**src/rtl/perm_step_scheduler.sv**
```systemverilog
`default_nettype none
// ----------------------------------------------------------------------------
// perm_step_scheduler: SpoC-64 sLiSCP-light step/round sequencer.
// Optional SCHED_HOLD_EN adds a perm_hold stall input.  Revision: 1.0
// ----------------------------------------------------------------------------
module perm_step_scheduler #(
  parameter int NUM_STEPS       = 18,
  parameter int ROUNDS_PER_STEP = 6,
  parameter int UNROLL          = 1
) (
  input  logic       clk,
  input  logic       rst,
  input  logic       start,
`ifdef SCHED_HOLD_EN
  input  logic       perm_hold,
`endif
  output logic       en_round,
  output logic       en_mix,
  output logic       first_cycle,
  output logic [5:0] step_idx,
  output logic [2:0] round_idx,
  output logic       busy,
  output logic       perm_done
);

  localparam logic [5:0] LAST_STEP  = 6'(NUM_STEPS - 1);
  localparam logic [2:0] LAST_ROUND = 3'(ROUNDS_PER_STEP - UNROLL);
  localparam logic [2:0] ROUND_INC  = 3'(UNROLL);

  if (UNROLL < 1 || (ROUNDS_PER_STEP % UNROLL) != 0) begin : g_bad_unroll
    $error("UNROLL must be >= 1 and divide ROUNDS_PER_STEP");
  end
  if (NUM_STEPS < 2 || NUM_STEPS > 63) begin : g_bad_steps
    $error("NUM_STEPS must be in 2..63");
  end
  if (ROUNDS_PER_STEP - UNROLL > 7) begin : g_bad_rounds
    $error("round_idx does not fit in 3 bits");
  end

  typedef enum logic [1:0] {
    S_IDLE  = 2'd0,
    S_ROUND = 2'd1,
    S_MIX   = 2'd2,
    S_DONE  = 2'd3
  } state_t;

  state_t     state_q, state_d;
  logic [5:0] step_q, step_d;
  logic [2:0] round_q, round_d;
  logic       hold;

`ifdef SCHED_HOLD_EN
  assign hold = perm_hold;
`else
  assign hold = 1'b0;
`endif

  always_ff @(posedge clk) begin
    if (rst) begin
      state_q <= S_IDLE;
      step_q  <= '0;
      round_q <= '0;
    end else begin
      state_q <= state_d;
      step_q  <= step_d;
      round_q <= round_d;
    end
  end

  // A hold in ROUND/MIX leaves every *_d equal to *_q and drops the enables.
  always_comb begin
    state_d     = state_q;
    step_d      = step_q;
    round_d     = round_q;
    en_round    = 1'b0;
    en_mix      = 1'b0;
    first_cycle = 1'b0;
    perm_done   = 1'b0;
    case (state_q)
      S_IDLE: begin
        if (start) begin
          state_d = S_ROUND;
          step_d  = '0;
          round_d = '0;
        end
      end
      S_ROUND: begin
        if (!hold) begin
          en_round    = 1'b1;
          first_cycle = (step_q == 6'd0) && (round_q == 3'd0);
          if (round_q == LAST_ROUND) begin
            state_d = S_MIX;
            round_d = '0;
          end else begin
            round_d = round_q + ROUND_INC;
          end
        end
      end
      S_MIX: begin
        if (!hold) begin
          en_mix  = 1'b1;
          round_d = '0;
          if (step_q == LAST_STEP) begin
            state_d = S_DONE;
            step_d  = '0;
          end else begin
            state_d = S_ROUND;
            step_d  = step_q + 6'd1;
          end
        end
      end
      S_DONE: begin
        perm_done = 1'b1;
        state_d   = S_IDLE;
        step_d    = '0;
        round_d   = '0;
      end
      default: state_d = S_IDLE;
    endcase
  end

  assign step_idx  = step_q;
  assign round_idx = round_q;
  assign busy      = (state_q != S_IDLE);

endmodule
`default_nettype wire
```
**config.mk**
```make
export PLATFORM = sky130hd
export DESIGN_NAME = perm_step_scheduler
export DESIGN_NICKNAME = d
export VERILOG_FILES = /design/src/rtl/perm_step_scheduler.sv
export SDC_FILE = /design/constraint.sdc
export NUM_CORES = 1
export LEC_CHECK = 0
export ABC_AREA = 0
export CAP_MARGIN = 0
export CORE_AREA = 2 2 39 41
export CTS_CLUSTER_SIZE = 8
export DETAILED_ROUTE_END_ITERATION = 8
export DIE_AREA = 0 0 41 43
export GPL_ROUTABILITY_DRIVEN = 1
export PLACE_DENSITY_LB_ADDON = 0.3
export SYNTH_ARGS = -nofsm -noshare
export SYNTH_HDL_FRONTEND = slang
export SYNTH_SLANG_ARGS = --single-unit
```
**constraint.sdc**
```tcl
create_clock -name clk -period 3.9 [get_ports clk]
set_input_delay 0.78 -clock clk [delete_from_list [all_inputs] [get_ports clk]]
set_output_delay 0.78 -clock clk [all_outputs]
set_load 0.05 [all_outputs]
```
==> impl_summary.md, run 1 <==
Outcome
The run finished with clean final reports.

CTS
The number of buffers inserted by hold repair at cts is 0. The number of clock sinks is 11. The clock reaches the later pin of the worst-skew pair after 0.27 ns.

Clock-pin slew was measured on the worst setup and hold paths at 0.07 ns. CTS placed an instance of clkbuf_4 at the clock tree root. No sink is reached through more buffers than the 2 on the longest clock path. The number of gates resized after cts is 0. The number of buffers inserted during clock tree synthesis is 3.

Once the clock tree was built, the setup fixing pass inserted 0 buffers. The H-tree level count is 1. The clock tree from TritonCTS is yes.

Worst setup path
The highest net fanout along the worst path is 6. The critical path class is reg2out. The count of cells along the worst register-to-register path is 5. The critical path capture point is first_cycle. The critical path starts at step_idx[0]. The critical path data required time is 3.12 ns. The capturing point of the worst reg2reg path is step_idx[5]. STA classifies the critical path endpoint as an output pin. The critical path arrival is 2.10 ns. In this run the register-to-register setup slack is 2.36 ns. The critical path launch point type is a flop. The worst flop-to-flop path startpoint is step_idx[1].

Floorplan
The number of rows created at floorplan is 14. The horizontal die dimension is 41 um. The die span in y is 43 um.

The initial core utilization is 0.4349. The area enclosed by the die boundary is 1763 um2. The core region area is 1384 um2.

The count of boundary I/O pins is 17.

Global route
The global router's overall resource usage is 0.1635. The pin count of the biggest net entering global routing is 14. The total congestion overflow is 0.

The initial antenna violation count is 0. The via count of the first global-routing pass is 479. The first global-routing pass estimated 1959 um of wire.

Pwr
The power density over the cells is 292.2 nW/um2. Of the total power, the share spent switching nets is 0.2872. The total internal power is 0.1676 mW. In this run the static leakage power is 0.3185 nW. IR analysis of the VDD net gives a maximum drop of 182.0 uV. The clock network fraction of design power is 0.338. The relative contribution of sequential cells to total power is 0.498. The share of total power dissipated in combinational logic is 0.165. In this run the power spent charging and discharging nets is 0.06753 mW.

Placement
Buffers placed on the I/O ports in this run total 16. The placer's final routability congestion estimate is 0.7303. The final HPWL from detailed placement is 939.2 um.

Yosys
The average instance in the mapped netlist occupies 8.476 um2. The share of the Yosys chip area taken by registers is 0.3659. Counting every net in the synthesized netlist gives 77. For this run, the number of Yosys warnings is 0. Counting every instance in the synthesized netlist gives 71. After synthesis the cells add up to 601.8 um2. The distinct cell type count after synthesis is 29. In this run, synthesis produced a sequential element count of 11.

Cells and area
The area overhead of the layout relative to synthesis is 33.68%. The antenna diode instance count is 0. The total number of nets in the final design is 97. The fraction of final layout cells with drive strength greater than 1 is 0.07778.

Timing
The final period demand of the worst path is 2.880 ns. For the final routed database, the setup TNS stands at 0 ns. The max-slew violation total from the final report is 0. For the pin with the worst max-slew slack, the measured transition is 0.5385 ns. Setup violations remaining at the end of the flow were counted as 0.

The final worst-path cycle share is 0.7384. Across the routed clock network, the largest skew measured is 0.0005995 ns. The hold violation total from the final report came to 0. Setup repair after global routing left no endpoint under its margin. In this run the tightest slew margin relative to its limit is 0.6410. The highest clock frequency the design can meet is 347.3 MHz. The worst-case hold slack is 0.5405 ns.

Detailed routing
The average via count per standard cell is 5.557. For this block, the routed nets add up to 1351 um of wire. For this run, the detailed router's first-pass iteration total came to 4. The count of unresolved DRC violations after routing is 0. For this block, the via count after detailed routing is 589.

The routed length per placed instance is 12.75 um. In this run the remaining antenna-violating nets after routing total 0. The DRC marker count from the first detailed-route iteration is 14.

Run
The max-cap violation count is 0.

Hold path
In this run the most critical hold path is launched from round_idx[2]. The path category of the worst min-delay check is reg2reg.
## stage by stage
step,instances,cell area [um2],util,setup slack [ns],power [mW]
4_1_cts,106,804.5,0.5814,1.023,0.2360
5_1_grt,106,804.5,0.5814,0.8975,0.2443
3_3_place_gp,102,778.2,0.5624,1.361,0.1577
2_1_floorplan,71,601.8,-,1.622,0.1453
6_report,106,804.5,0.5814,1.020,0.2351
3_5_place_dp,102,778.2,0.5624,1.350,0.1584
## registers in the layout, indices dropped and copies added (netlist names)
name / flops
state_q: 2
round_idx: 3
step_idx: 6
## cells by family after synthesis
logic type	share of synthesized area
buffers and inverters	0.04365
multiplexers	0.03327
AND/OR/NAND/NOR	0.3431
AO/OA/AOI/OAI	0.1518
flip-flops	0.3659
adder cells (fa/ha/maj)	0.06238
## critical path, stage by stage, from the launching register on
cell and delay [ns]:
dfxtp_1 0.36, inv_1 0.11, ha_1 0.16, nor4b_1 0.19, and3_2 0.21, clkdlybuf4s50_1 0.79
## layer usage
layer | vias to the layer above | track usage | routed length [um]
li1 | 297 | - | -
met1 | 277 | 0.2092 | 627
met2 | 12 | 0.2500 | 628
met3 | 3 | 0.03141 | 75
met4 | 0 | 0.08000 | 20
met5 | - | 0 | 0
## Yosys cell counts
cell,instances,area [um2]
clkbuf_1,1,3.750
and3_2,1,7.510
a22oi_1,2,15.01
and4b_1,1,10.01
nand4_1,1,6.260
and2_1,2,12.51
a31oi_2,1,12.51
nor3b_1,1,7.510
nor3_1,2,10.01
or3_1,1,6.260
nor3_2,1,10.01
and3_1,1,6.260
o21ai_0,2,10.01
nor2_1,8,30.03
nor4b_1,3,26.28
mux2i_1,2,20.02
nand3b_1,1,7.510
and4_1,1,8.760
ha_1,3,37.54
a21oi_1,5,25.02
a32oi_1,1,8.760
a311o_1,2,20.02
nand2b_1,2,12.51
inv_1,6,22.52
dfxtp_1,11,220.2
nand2_1,2,7.510
or2_2,1,6.260
nor2b_1,1,6.260
nand3_1,5,25.02
## layout make-up
cell class                      instances  area, um2
Timing Repair Buffer                   16      160.2
Clock buffer                            4      26.28
Fill cell                             143      579.3
Tap cell                               16      20.02
Sequential cell                        11      220.2
Inverter                                6      22.52
Multi-Input combinational cell         53      355.3
## placed cells by master, fill, tap and decap left out, types with 2 or more instances in the layout
cell | netlist | layout
nor2_1 | 8 | 8
nor3_1 | 2 | 2
and2_1 | 2 | 2
nor4b_1 | 3 | 3
o21ai_0 | 2 | 2
inv_1 | 6 | 6
a22oi_1 | 2 | 2
nand2b_1 | 2 | 2
mux2i_1 | 2 | 2
clkdlybuf4s50_1 | 0 | 16
clkbuf_4 | 0 | 3
nand2_1 | 2 | 2
a311o_1 | 2 | 2
dfxtp_1 | 11 | 11
ha_1 | 3 | 3
a21oi_1 | 5 | 5
nand3_1 | 5 | 5
## power groups by stage
stage	sequential (mW)	combinational, mW	clock, mW
after CTS	0.117	0.0389	0.0802
after floorplan	0.123	0.0227	0
after global placement	0.119	0.0383	0
after detailed placement	0.120	0.0389	0
after global routing	0.117	0.0413	0.0856
final	0.117	0.0387	0.0794
## worst min-delay path by stage
stage,cells after the start,slack [ns],end
after floorplan,3,0.56,state_q[0]
after global placement,2,0.52,state_q[1]
after detailed placement,2,0.52,state_q[1]
after CTS,2,0.53,state_q[1]
after global routing,2,0.55,state_q[1]
final,2,0.54,state_q[1]
No activity file was read; power rests on OpenSTA's default activity.
==> run 2, diff against run 1 <==
--- a/config.mk
+++ b/config.mk
@@ -7,10 +7,10 @@
 export LEC_CHECK = 0
 export ABC_AREA = 0
 export CAP_MARGIN = 0
-export CORE_AREA = 2 2 39 41
+export CORE_MARGIN = 2
+export CORE_UTILIZATION = 45
 export CTS_CLUSTER_SIZE = 8
 export DETAILED_ROUTE_END_ITERATION = 8
-export DIE_AREA = 0 0 41 43
 export GPL_ROUTABILITY_DRIVEN = 1
 export PLACE_DENSITY_LB_ADDON = 0.3
 export SYNTH_ARGS = -nofsm -noshare
==> constraint.sdc (replaced) <==
create_clock -name clk -period 2.8 [get_ports clk]
set_input_delay 0.56 -clock clk [delete_from_list [all_inputs] [get_ports clk]]
set_output_delay 0.56 -clock clk [all_outputs]
set_load 0.05 [all_outputs]
==> run 2 against run 1 <==
Wire length down 0.37%. Global-route usage is 3.1 points higher. Highest routed layer unchanged. Worst setup slack got worse by 0.84 ns. Critical path type unchanged. Sequential power is 39% higher. First-iteration DRC count is the same.
==> impl_summary.md, run 2 (same netlist as run 1, synthesis figures left out) <==
Floorplan
The die is 40.57 um tall. The number of rows created at floorplan is 13. The count of boundary I/O pins is 17. The floorplan step defined a die boundary enclosing 1646 um2. The core region area is 1269 um2. The initial core utilization is 0.4744. The floorplan step set the die width to 40.57 um.

Detailed routing
The iteration count of the initial detailed-routing pass is 4. The via count is 598. The count of unresolved DRC violations after routing is 0. The DRC marker count from the first detailed-route iteration is 14.

Summed over all layers, the routed wires come to 1346 um. The residual antenna-violating net count after detailed routing is 0. The routed length per placed instance is 12.70 um. The average via count per standard cell is 5.642.

Worst setup path
Along the worst path, the maximum fanout reaches 6. In this run the critical register-to-register path is launched from step_idx[1]. The endpoint identified for the worst register-to-register timing path is step_idx[5]. STA puts the critical path data arrival time at 2.06 ns. The critical path launch point type is a flop.

The launch point of the critical path is step_idx[0]. In this run the register-to-register setup slack is 1.28 ns. The critical path class is reg2out. STA classifies the critical path endpoint as an output pin.

The count of cells along the worst register-to-register path is 5. STA puts the critical path data required time at 2.24 ns.

Timing
The worst pin sits at a relative slew slack of 0.6400. The clock arrives with 0.005962 ns of skew. Setup repair after global routing left no endpoint under its margin. The hold violation total from the final report is 0. After layout, the minimum clock period comes to 2.624 ns. For this run, the top clock speed supported by timing is 381.1 MHz.

For the pin with the worst max-slew slack, the measured transition is 0.5400 ns. On the final layout, the worst hold slack is 0.5339 ns. Setup violations remaining at the end of the flow were counted as 0. The final worst-path cycle share is 0.9371. The max-slew violation total from the final report was 0. For the final routed database, the setup TNS stands at 0 ns.

CTS
The clock network latency to the later pin of the worst-skew pair is 0.26 ns. CTS built an H-tree with a depth of 1. The number of buffers inserted during clock tree synthesis is 3. The number of clock sinks is 11. The root buffer cell is clkbuf_4. The number of hold buffers added after CTS was 0.

Buffers added to address setup during post-CTS repair amount to 0. TritonCTS built the clock tree. Gates resized during post-CTS repair numbered 0. The longest clock path from root to sink contains 2 buffers. Clock-pin slew was measured on the worst setup and hold paths at 0.08 ns.

Global route
The global router's overall resource usage is 0.1941. The initial antenna violation count came to 0. The pin count of the biggest net entering global routing is 14. Summed over all layers, the global routing overflow is 0. The global-route wire length before repair is 2083 um. The via count of the first global-routing pass came to 502.

Cells and area
The layout filler cell count is 114. The flip-flop count of the largest register after layout is 6. The final design instance area without fill is 810.8 um2. In the layout the commonest cells are clkdlybuf4s50_1, dfxtp_1, nor2_1.

In the final layout, the share of cells above drive strength 1 is 0.08791. Compared with the post-synthesis result, the final layout area differs by 34.72%. For this run, the post-layout net count is 98. The antenna diode instance count is 0. The number of non-filler instances in the completed layout is 106.

Leaving out fill and tap cells, the most frequent cell in the layout is clkdlybuf4s50_1.

Pwr
The clock network fraction of design power is 0.331. Power comes to 0.3260 mW. The internal portion of the total power is 0.2340 mW. The leakage power summed over all cells is 0.3233 nW.

Of the total power, the share spent switching nets is 0.2823. The relative contribution of sequential cells to total power is 0.500. The fraction of power consumed by combinational cells is 0.169. The maximum vdd ir drop is 323.8 uV. The power density over the cells is 402.0 nW/um2. The power spent charging and discharging nets is 0.09202 mW.

Placement
The area after detailed placement is 784.5 um2. The placer's final routability congestion estimate is 0.7629. Including well taps, the total number of placed cells is 102.

During placement, the flow inserted port buffers numbering 16. The final HPWL from detailed placement is 979.5 um.

Run
Across the run, the number of max-cap violations was 0.

Hold path
The path category of the worst min-delay check is reg2reg. The worst hold path terminates at state_q[1]. The worst hold path begins at round_idx[2]. The worst hold path stage count is 2.

Outcome
The flow ran to the end, and the final reports show no timing, DRC or antenna violations.
==> run 2: cell types whose count changed in the layout (fill, tap and decap cells not counted), sizes merged <==
cell,delta
buf,+1
==> run 2: layout make-up <==
| class | instances | area [um2] | share of cell area |
|---|---|---|---|
| clock buffer | 4 | 26.28 | 0.03241 |
| inverter | 6 | 22.52 | 0.02778 |
| multi-input combinational | 53 | 355.3 | 0.4383 |
| sequential | 11 | 220.2 | 0.2716 |
| tap | 15 | 18.77 | 0.02315 |
| timing repair buffer | 17 | 167.7 | 0.2068 |
==> run 2: metrics by stage <==
step / utilization / setup slack, ns
2_1_floorplan: - / 0.7425
3_3_place_gp: 0.6183 / 0.4879
3_5_place_dp: 0.6183 / 0.4672
4_1_cts: 0.6391 / 0.1708
5_1_grt: 0.6391 / 0.009094
6_report: 0.6391 / 0.1761
==> run 2: worst max path at each step <==
stage,slack [ns],depth (start not counted),end
3_5_place_dp,0.47,5,first_cycle
4_1_cts,0.17,5,first_cycle
2_1_floorplan,0.74,4,first_cycle
3_3_place_gp,0.49,5,first_cycle
6_report,0.18,5,first_cycle
5_1_grt,0.009,5,first_cycle
==> run 2: per-layer routing <==
metal,routed length [um],global-route usage,vias to the layer above
met5,0,0,-
met4,30,0.1000,0
met3,59,0.05000,4
met2,603,0.2937,18
met1,653,0.2500,278
li1,-,-,298
==> run 2: power by group through the flow <==
| stage | Clock (mW) | Sequential (mW) | Combinational (mW) |
|---|---|---|---|
| 2_1_floorplan | 0 | 0.171 | 0.0317 |
| 3_3_place_gp | 0 | 0.166 | 0.0543 |
| 3_5_place_dp | 0 | 0.167 | 0.0549 |
| 4_1_cts | 0.113 | 0.163 | 0.0550 |
| 5_1_grt | 0.123 | 0.164 | 0.0596 |
| 6_report | 0.108 | 0.163 | 0.0551 |
==> run 2: critical path: stages (launching register included) <==
cell	delay, ns
dfxtp_1	0.36
inv_1	0.10
ha_1	0.14
nor4b_1	0.21
and3_2	0.21
clkdlybuf4s50_1	0.79
